--- config.mk ---
export PLATFORM = sky130hd
export DESIGN_NAME = step_ramp_ctrl
export DESIGN_NICKNAME = d
export VERILOG_FILES = /design/src/rtl/step_ramp_ctrl.sv
export SDC_FILE = /design/constraint.sdc
export NUM_CORES = 2
export LEC_CHECK = 0
export CORE_ASPECT_RATIO = 0.6
export CORE_UTILIZATION = 30
export CTS_BUF_LIST = sky130_fd_sc_hd__clkbuf_16
export DETAILED_ROUTE_END_ITERATION = 7
export GPL_TIMING_DRIVEN = 0
export PLACE_DENSITY_LB_ADDON = 0.15
export SLEW_MARGIN = 10
export SYNTH_ARGS = -nofsm -noshare
export SYNTH_HDL_FRONTEND = slang
export SYNTH_SLANG_ARGS = --single-unit
--- constraint.sdc ---
create_clock -name clk_in -period 7.1 [get_ports clk_in]
set_input_delay 1.775 -clock clk_in [delete_from_list [all_inputs] [get_ports clk_in]]
set_output_delay 1.775 -clock clk_in [all_outputs]
set_load 0.02 [all_outputs]
--- src/rtl/step_ramp_ctrl.sv ---
// Trapezoidal/triangular step-rate profile generator for motor_driver.
// Counts fed-back step edges and ramps the step divider between start and min period.
module step_ramp_ctrl #(
   parameter int SPEED_W = 64,
   parameter int COUNT_W = 32
) (
   input  logic               clk_in,
   input  logic               reset_n_in,
   input  logic               start_in,
   input  logic               abort_in,
   input  logic [COUNT_W-1:0] steps_in,
   input  logic [SPEED_W-1:0] start_period_in,
   input  logic [SPEED_W-1:0] min_period_in,
   input  logic [SPEED_W-1:0] accel_in,
   input  logic               step_fb_in,
   output logic [SPEED_W-1:0] speed_out,
   output logic               step_enable_out,
   output logic               busy_out,
   output logic               done_out,
   output logic [COUNT_W-1:0] steps_done_out,
   output logic [2:0]         state_out
);

   typedef enum logic [2:0] {
      IDLE   = 3'd0,
      ACCEL  = 3'd1,
      CRUISE = 3'd2,
      DECEL  = 3'd3,
      DONE   = 3'd4
   } state_t;

   state_t state, state_nx;
   logic [SPEED_W-1:0] speed_nx, start_q, start_nx, min_q, min_nx, accel_q, accel_nx;
   logic [COUNT_W-1:0] cnt_nx, ramp_cnt, ramp_nx, steps_q, steps_nx;
   logic               en_nx, busy_nx, done_nx, step_fb_d;
   logic               step_edge, active;
   logic [COUNT_W-1:0] cnt_inc, rem;
   logic [SPEED_W-1:0] speed_up, speed_dn;

   // Handshake: start_in is a one-cycle request honoured only in IDLE; each rising
   // edge of step_fb_in while a move is active counts as exactly one issued step.
   assign step_edge = step_fb_in & ~step_fb_d;
   assign active    = (state == ACCEL) || (state == CRUISE) || (state == DECEL);
   assign cnt_inc   = steps_done_out + 1'b1;
   assign rem       = steps_q - cnt_inc;
   assign state_out = state;

   // Compare before subtracting so neither direction can wrap past its limit.
   always_comb begin
      if (speed_out >= start_q || (start_q - speed_out) <= accel_q)
         speed_up = start_q;
      else
         speed_up = speed_out + accel_q;
      if (speed_out > min_q && (speed_out - min_q) > accel_q)
         speed_dn = speed_out - accel_q;
      else
         speed_dn = min_q;
   end

   always_comb begin
      state_nx = state;
      speed_nx = speed_out;
      cnt_nx   = steps_done_out;
      ramp_nx  = ramp_cnt;
      en_nx    = step_enable_out;
      busy_nx  = busy_out;
      done_nx  = 1'b0;
      steps_nx = steps_q;
      start_nx = start_q;
      min_nx   = min_q;
      accel_nx = accel_q;
      if (abort_in) begin
         state_nx = IDLE;
         en_nx    = 1'b0;
         busy_nx  = 1'b0;
         if (active && step_edge) cnt_nx = cnt_inc;
      end else begin
         case (state)
            IDLE: begin
               if (start_in) begin
                  steps_nx = steps_in;
                  start_nx = start_period_in;
                  min_nx   = min_period_in;
                  accel_nx = accel_in;
                  cnt_nx   = '0;
                  ramp_nx  = '0;
                  busy_nx  = 1'b1;
                  if (steps_in == '0) begin
                     state_nx = DONE;
                     en_nx    = 1'b0;
                  end else begin
                     speed_nx = start_period_in;
                     en_nx    = 1'b1;
                     state_nx = (min_period_in >= start_period_in) ? CRUISE : ACCEL;
                  end
               end
            end
            ACCEL, CRUISE, DECEL: begin
               if (step_edge) begin
                  cnt_nx = cnt_inc;
                  if (rem == '0) begin
                     state_nx = DONE;
                     en_nx    = 1'b0;
                  end else if (state == DECEL) begin
                     speed_nx = speed_up;
                  end else if (rem <= ramp_cnt) begin
                     state_nx = DECEL;
                     speed_nx = speed_up;
                  end else if (state == ACCEL) begin
                     speed_nx = speed_dn;
                     ramp_nx  = ramp_cnt + 1'b1;
                     if (speed_dn == min_q) state_nx = CRUISE;
                  end
               end
            end
            DONE: begin
               done_nx  = 1'b1;
               busy_nx  = 1'b0;
               state_nx = IDLE;
            end
            default: begin
               state_nx = IDLE;
               en_nx    = 1'b0;
               busy_nx  = 1'b0;
            end
         endcase
      end
   end

   always_ff @(posedge clk_in or negedge reset_n_in) begin
      if (!reset_n_in) begin
         state           <= IDLE;
         speed_out       <= '0;
         steps_done_out  <= '0;
         ramp_cnt        <= '0;
         step_fb_d       <= 1'b0;
         step_enable_out <= 1'b0;
         busy_out        <= 1'b0;
         done_out        <= 1'b0;
         steps_q         <= '0;
         start_q         <= '0;
         min_q           <= '0;
         accel_q         <= '0;
      end else begin
         state           <= state_nx;
         speed_out       <= speed_nx;
         steps_done_out  <= cnt_nx;
         ramp_cnt        <= ramp_nx;
         step_fb_d       <= step_fb_in;
         step_enable_out <= en_nx;
         busy_out        <= busy_nx;
         done_out        <= done_nx;
         steps_q         <= steps_nx;
         start_q         <= start_nx;
         min_q           <= min_nx;
         accel_q         <= accel_nx;
      end
   end

endmodule

; After elaboration in Yosys (flattened, before gate mapping)
; Index checks and enable logic that the tools add are counted.
[classes]
n_addsub = 7
magnitude_cmp = 6
eq_ne = 22
muxes = 43
bitwise = 3
n_reduce_logical = 18
[op_table]
columns = cell, n
row1 = 64-bit two-way mux, 9
row2 = 32-bit two-way mux, 9
row3 = 64-bit subtractor, 3
row4 = 64-bit >= comparator, 2
row5 = 64-bit greater-than comparator, 2
row6 = 32-bit one-hot mux with 2 select lines, 2
row7 = 64-bit one-hot mux with 2 select lines, 1
row8 = 32-bit by 1-bit adder with 32-bit output (second input constant), 2
row9 = 64-bit adder, 1
row10 = 64-bit equality test, 1
row11 = 64-bit <= comparator, 1
row12 = 32-bit zero test, 2
row13 = 32-bit <= comparator, 1
row14 = 32-bit subtractor, 1
row15 = 3-bit two-way mux, 9
row16 = 2-bit != test (second input constant), 9
row17 = 5-bit != test (second input constant), 2
row18 = 1-bit two-way mux, 9
row19 = 3-bit != test (second input constant), 3
row20 = 4-bit != test (second input constant), 2
row21 = 4-bit AND reduction, 2
row22 = 8-bit AND reduction, 1
row23 = 7-bit AND reduction, 1
row24 = 3-bit by 2-bit equality test with 1-bit output (second input constant), 2
row25 = other kinds (18), 22
[word_totals]
regBits = 359
input_bits = 229
out_inout_bits = 102
wordCells = 111

; Longest topological paths before layout
[logic_depth]
ltp_word = 13
ltp_mapped = 36
ltp_nobuf = 33

; Worst setup path after synthesis
; No wires, ideal clock.
[synth_path]
path_kind = reg-to-reg
start = reg speed_out[1]
end = reg speed_out[27]
setup_ns = 0.133
arrival_time_ns = 6.432
required_ns = 6.967
path_slack_ns = 0.535
path_stages_with_launch = 32
n_path_buf = 3
period_less_slack_ns = 6.565
path_cell_list = dfrtp_1 inv_1 ha_1 nor2b_1 o31a_1 o21ai_0 a21o_1 a21oi_1 o31ai_1 o211a_1 o2111a_1 o21ai_0 a21oi_1 a21oi_1 a211oi_1 a21oi_1 xor2_1 ha_1 nand4_1 nor4_1 nand2_1 nor3_1 nand2_1 o221a_2 a21oi_1 o31a_1 clkbuf_1 clkbuf_1 clkbuf_1 a21oi_1 a222oi_1 o21ai_0
[synth_via]
elab_chain_len = 10
[synth_rtl]
columns = element, line_no
row1 = "start, declared", 16  ; output logic [SPEED_W-1:0] speed_out,
row2 = "start signal, assigned", 146  ; speed_out <= speed_nx;
row3 = 64-bit subtractor, 54  ; if (speed_out > min_q && (speed_out - min_q) > accel_q)
row4 = 64-bit greater-than comparator, 54
row5 = 1-bit logical AND, 54
row6 = 64-bit two-way mux, 54
row7 = 64-bit two-way mux, 109  ; end else if (state == ACCEL) begin
row8 = 64-bit two-way mux, 106  ; end else if (rem <= ramp_cnt) begin
row9 = 64-bit two-way mux (*), 104  ; end else if (state == DECEL) begin
row10 = 64-bit two-way mux (*), 101  ; if (rem == '0) begin
row11 = 64-bit two-way mux (*), 99  ; if (step_edge) begin
row12 = 64-bit one-hot mux with 2 select lines (*), 78  ; case (state)
; Mark *: on every way between the ends. The rest lies on a longest branch, timed or not. The select of a mux whose other input is x is not followed.
; A chain may end at the register's enable or synchronous reset.

; Worst setup path after layout
[layout_path]
start = reg min_q[6]
end = reg speed_out[48]
[layout_via]
elab_chain_len = 10
[layout_rtl]
columns = element, line_no
row1 = "start, declared", 33  ; logic [SPEED_W-1:0] speed_nx, start_q, start_nx, min_q, min_nx, accel_q, accel_nx;
row2 = "start signal, assigned", 155  ; min_q <= min_nx;
row3 = 64-bit subtractor, 54
row4 = 64-bit greater-than comparator, 54
row5 = 1-bit logical AND (*), 54
row6 = 64-bit two-way mux (*), 54
row7 = 64-bit two-way mux (*), 109
row8 = 64-bit two-way mux (*), 106
row9 = 64-bit two-way mux (*), 104
row10 = 64-bit two-way mux (*), 101
row11 = 64-bit two-way mux (*), 99
row12 = 64-bit one-hot mux with 2 select lines (*), 78
; Marks and branches as above.

==> metrics <==
Hold Crit Start steps_q[19]; vias 45900; die footprint 136000 um2; Achievable Freq 131 MHz; DP HPWL 187 mm; fraction of registers with async set/reset 100%; worst-skew pair later-pin latency 680 ps; H-tree levels 2; Rel. slew slack 6.58%; WL/cell 30.6 um; I/O pin count 331; failing checks setup timing; Most used DFF post-synth dfrtp_1; Final Skew 55.3 ps; gr usage total 33.3%; setup repair after global routing missed its margin true; DRT antenna net count 0; status finished with violations; Worst-Margin Slew 1400 ps; Worst EP arrival 8130 ps; FF+latch count, synth 359; worst reg2reg path startpoint min_q[6]; TNS Setup -25730 ps; Placer Congestion 1.04; Layout Area Growth over Synthesis 27.7%; syn_nets 6085; Placed Area 46300 um2; Yosys warning total 0; Site Rows 103; setup ws final -530 ps; Setup Crit Path Kind flip-flop to flip-flop; Starting Density 30.5%; Hold Fails Final Rpt 0; Root Driver clkbuf_16; Final Critical Period 7630 ps; nets 6616; Mapped Avg Cell Area 7.57 um2; Worst R2R End speed_out[48]; Post-synth EDFFs 0; Die H 286 um; Min-Delay Path Class flip-flop to flip-flop; clk sinks 359; clock tree buffer depth 3; TritonCTS clock tree done; final setup vio count 67; Synth cell types 103; GR Overflow Total 0; Max-Cap Viols 0; crit path capture type flip-flop; Slew Limit Fails 0; Hold Path Sink steps_q[19]; core box area 133000 um2; critical path peak fanout 7; Mapped Cells 5340; CP Launch Type flip-flop; share of layout cells above drive strength 1 11.3%; Worst-path clk slew 60 ps; Seq/Total Area, Yosys 22.2%; Die Span X 476 um; Port Buffer Count 330; first-pass GRT wire length 324 mm; worst-case reg-to-reg path depth 27; CTS Hold Bufs 0; mapped cell area 40400 um2; Crit path required time 7600 ps; DR iter-0 viols 6560; initial antenna violation count 14; final worst path period share 107%; leading cell type in the layout, fill and taps excluded nand2_1; vias in the first global route 41600; most frequent cells in the layout nand2_1, ha_1, o21ai_0, a21oi_1, inv_1; R2R Setup Slk -530 ps; cts bufs inserted 45; worst hold path cell count 2; residual DRC count 0; pin count of the biggest net entering global routing 93; drt total wl 235 mm; area of all placed cells without fillers 51600 um2; Via density 5.96; first-pass iteration count of the detailed router 7
worst max-delay path by stage:
stage                      start                 end  slack (ps)  depth (start not counted)
floorplan           speed_out[1]       speed_out[27]         540                         31
global placement      reset_n_in  steps_done_out[27]      -14110                          1
detailed placement  speed_out[1]        speed_out[3]       -5070                         33
CTS                   start_q[0]        speed_out[7]        -240                         36
global route           min_q[40]       speed_out[20]        -500                         29
finish                  min_q[6]       speed_out[48]        -530                         27
cells by family (layout without fill, tap and decap cells):
group	Yosys count	count (layout)	synth area share [%]
AOI/OAI and AO/OA	1730	1730	26.9
xor gates and xnor gates	345	345	7.58
adders and majority gates	516	516	16.1
buffers and inverters	647	1214	6.16
DFF	359	359	22.2
muxes	61	61	1.54
other	0	15	0
and+or+nand+nor	1682	1682	19.6
timing repair:
item                       4_1_cts  5_1_grt
setup buffers                   85       55
resized for setup              444      172
setup endpoints to repair      100       95
pin swaps                       89       97
hold endpoints to repair         0        0
gates cloned                     8        3
layer usage:
metal  part of all wire, %  up-vias  track usage [%]
li1                      -    20300                -
met1                    48    22600             52.7
met2                    36     2703             41.3
met3                    14      311             11.3
met4                   2.6        2             7.72
met5                0.0055        -                0
registers in the layout, indices dropped and copies added, names as in the netlist:
signal           flops
step_enable_out      1
done_out             1
ramp_cnt            32
steps_q             32
busy_out             1
speed_out           64
accel_q             64
step_fb_d            1
min_q               64
steps_done_out      32
start_q             64
state_out            3
cell usage after synthesis (32+ instances only):
master,number,share of area (%)
o31ai_1,37,0.69
o21ai_0,523,6.5
a211oi_1,68,1.3
and3_1,35,0.54
o21bai_1,47,0.87
ha_1,511,16
nor3_1,80,0.99
a21o_1,219,4.1
clkbuf_1,193,1.8
inv_1,409,3.8
nand2b_1,41,0.63
o211ai_1,32,0.59
a21oi_1,457,5.7
nand2_1,652,6.1
mux2i_1,52,1.3
nor2_1,377,3.5
nand4_1,123,1.9
dfrtp_1,359,22
o21a_1,40,0.74
nand3_1,103,1.3
a31oi_1,41,0.63
xnor2_1,267,5.8
nor2b_1,58,0.90
nor4_1,72,1.1
xor2_1,75,1.6
layout make-up:
class | instances | area, um2
clock buffers | 45 | 1130
diodes | 15 | 37.5
inverters | 414 | 1570
plain buffers | 223 | 1420
flip-flops and latches | 359 | 9040
repair buffers | 494 | 5060
multi-input cells | 4334 | 30700
clock inverters | 38 | 422
well taps | 1785 | 2230
fillers | 13800 | 81000
worst max-delay path, stage by stage (launching register included):
cell       delay (ps)
dfrtp_2           440
inv_1             180
ha_1              390
nor2_1             80
a211oi_2          280
o21ai_4           150
a2111oi_4         450
o21ai_4           160
buf_4             180
a21oi_4           430
a21boi_1          370
o21ai_2           350
xor2_1            530
ha_1              350
nand4_1           110
or2_2             170
nor3_2             70
a211oi_1          250
o21ai_2           240
a211oi_1          590
o2111ai_4         170
nand3_4           270
buf_12            200
clkbuf_16         210
mux2i_2           250
a22oi_1           120
nor2_2            330
a221oi_2           60
per-stage QoR:
stage	std cells	setup slack [ps]	hold slack [ps]	utilization, %
2_1_floorplan	5340	535	452	-
3_3_place_gp	7455	-14110	469	34.7
3_5_place_dp	7467	-5070	472	34.9
4_1_cts	7634	-239	488	38.0
5_1_grt	7695	-500	504	38.9
6_report	7707	-530	482	38.9
Power is left out: the tool's default activity adds up to more than one toggle a clock period on the data nets, which glitch-free logic cannot reach.
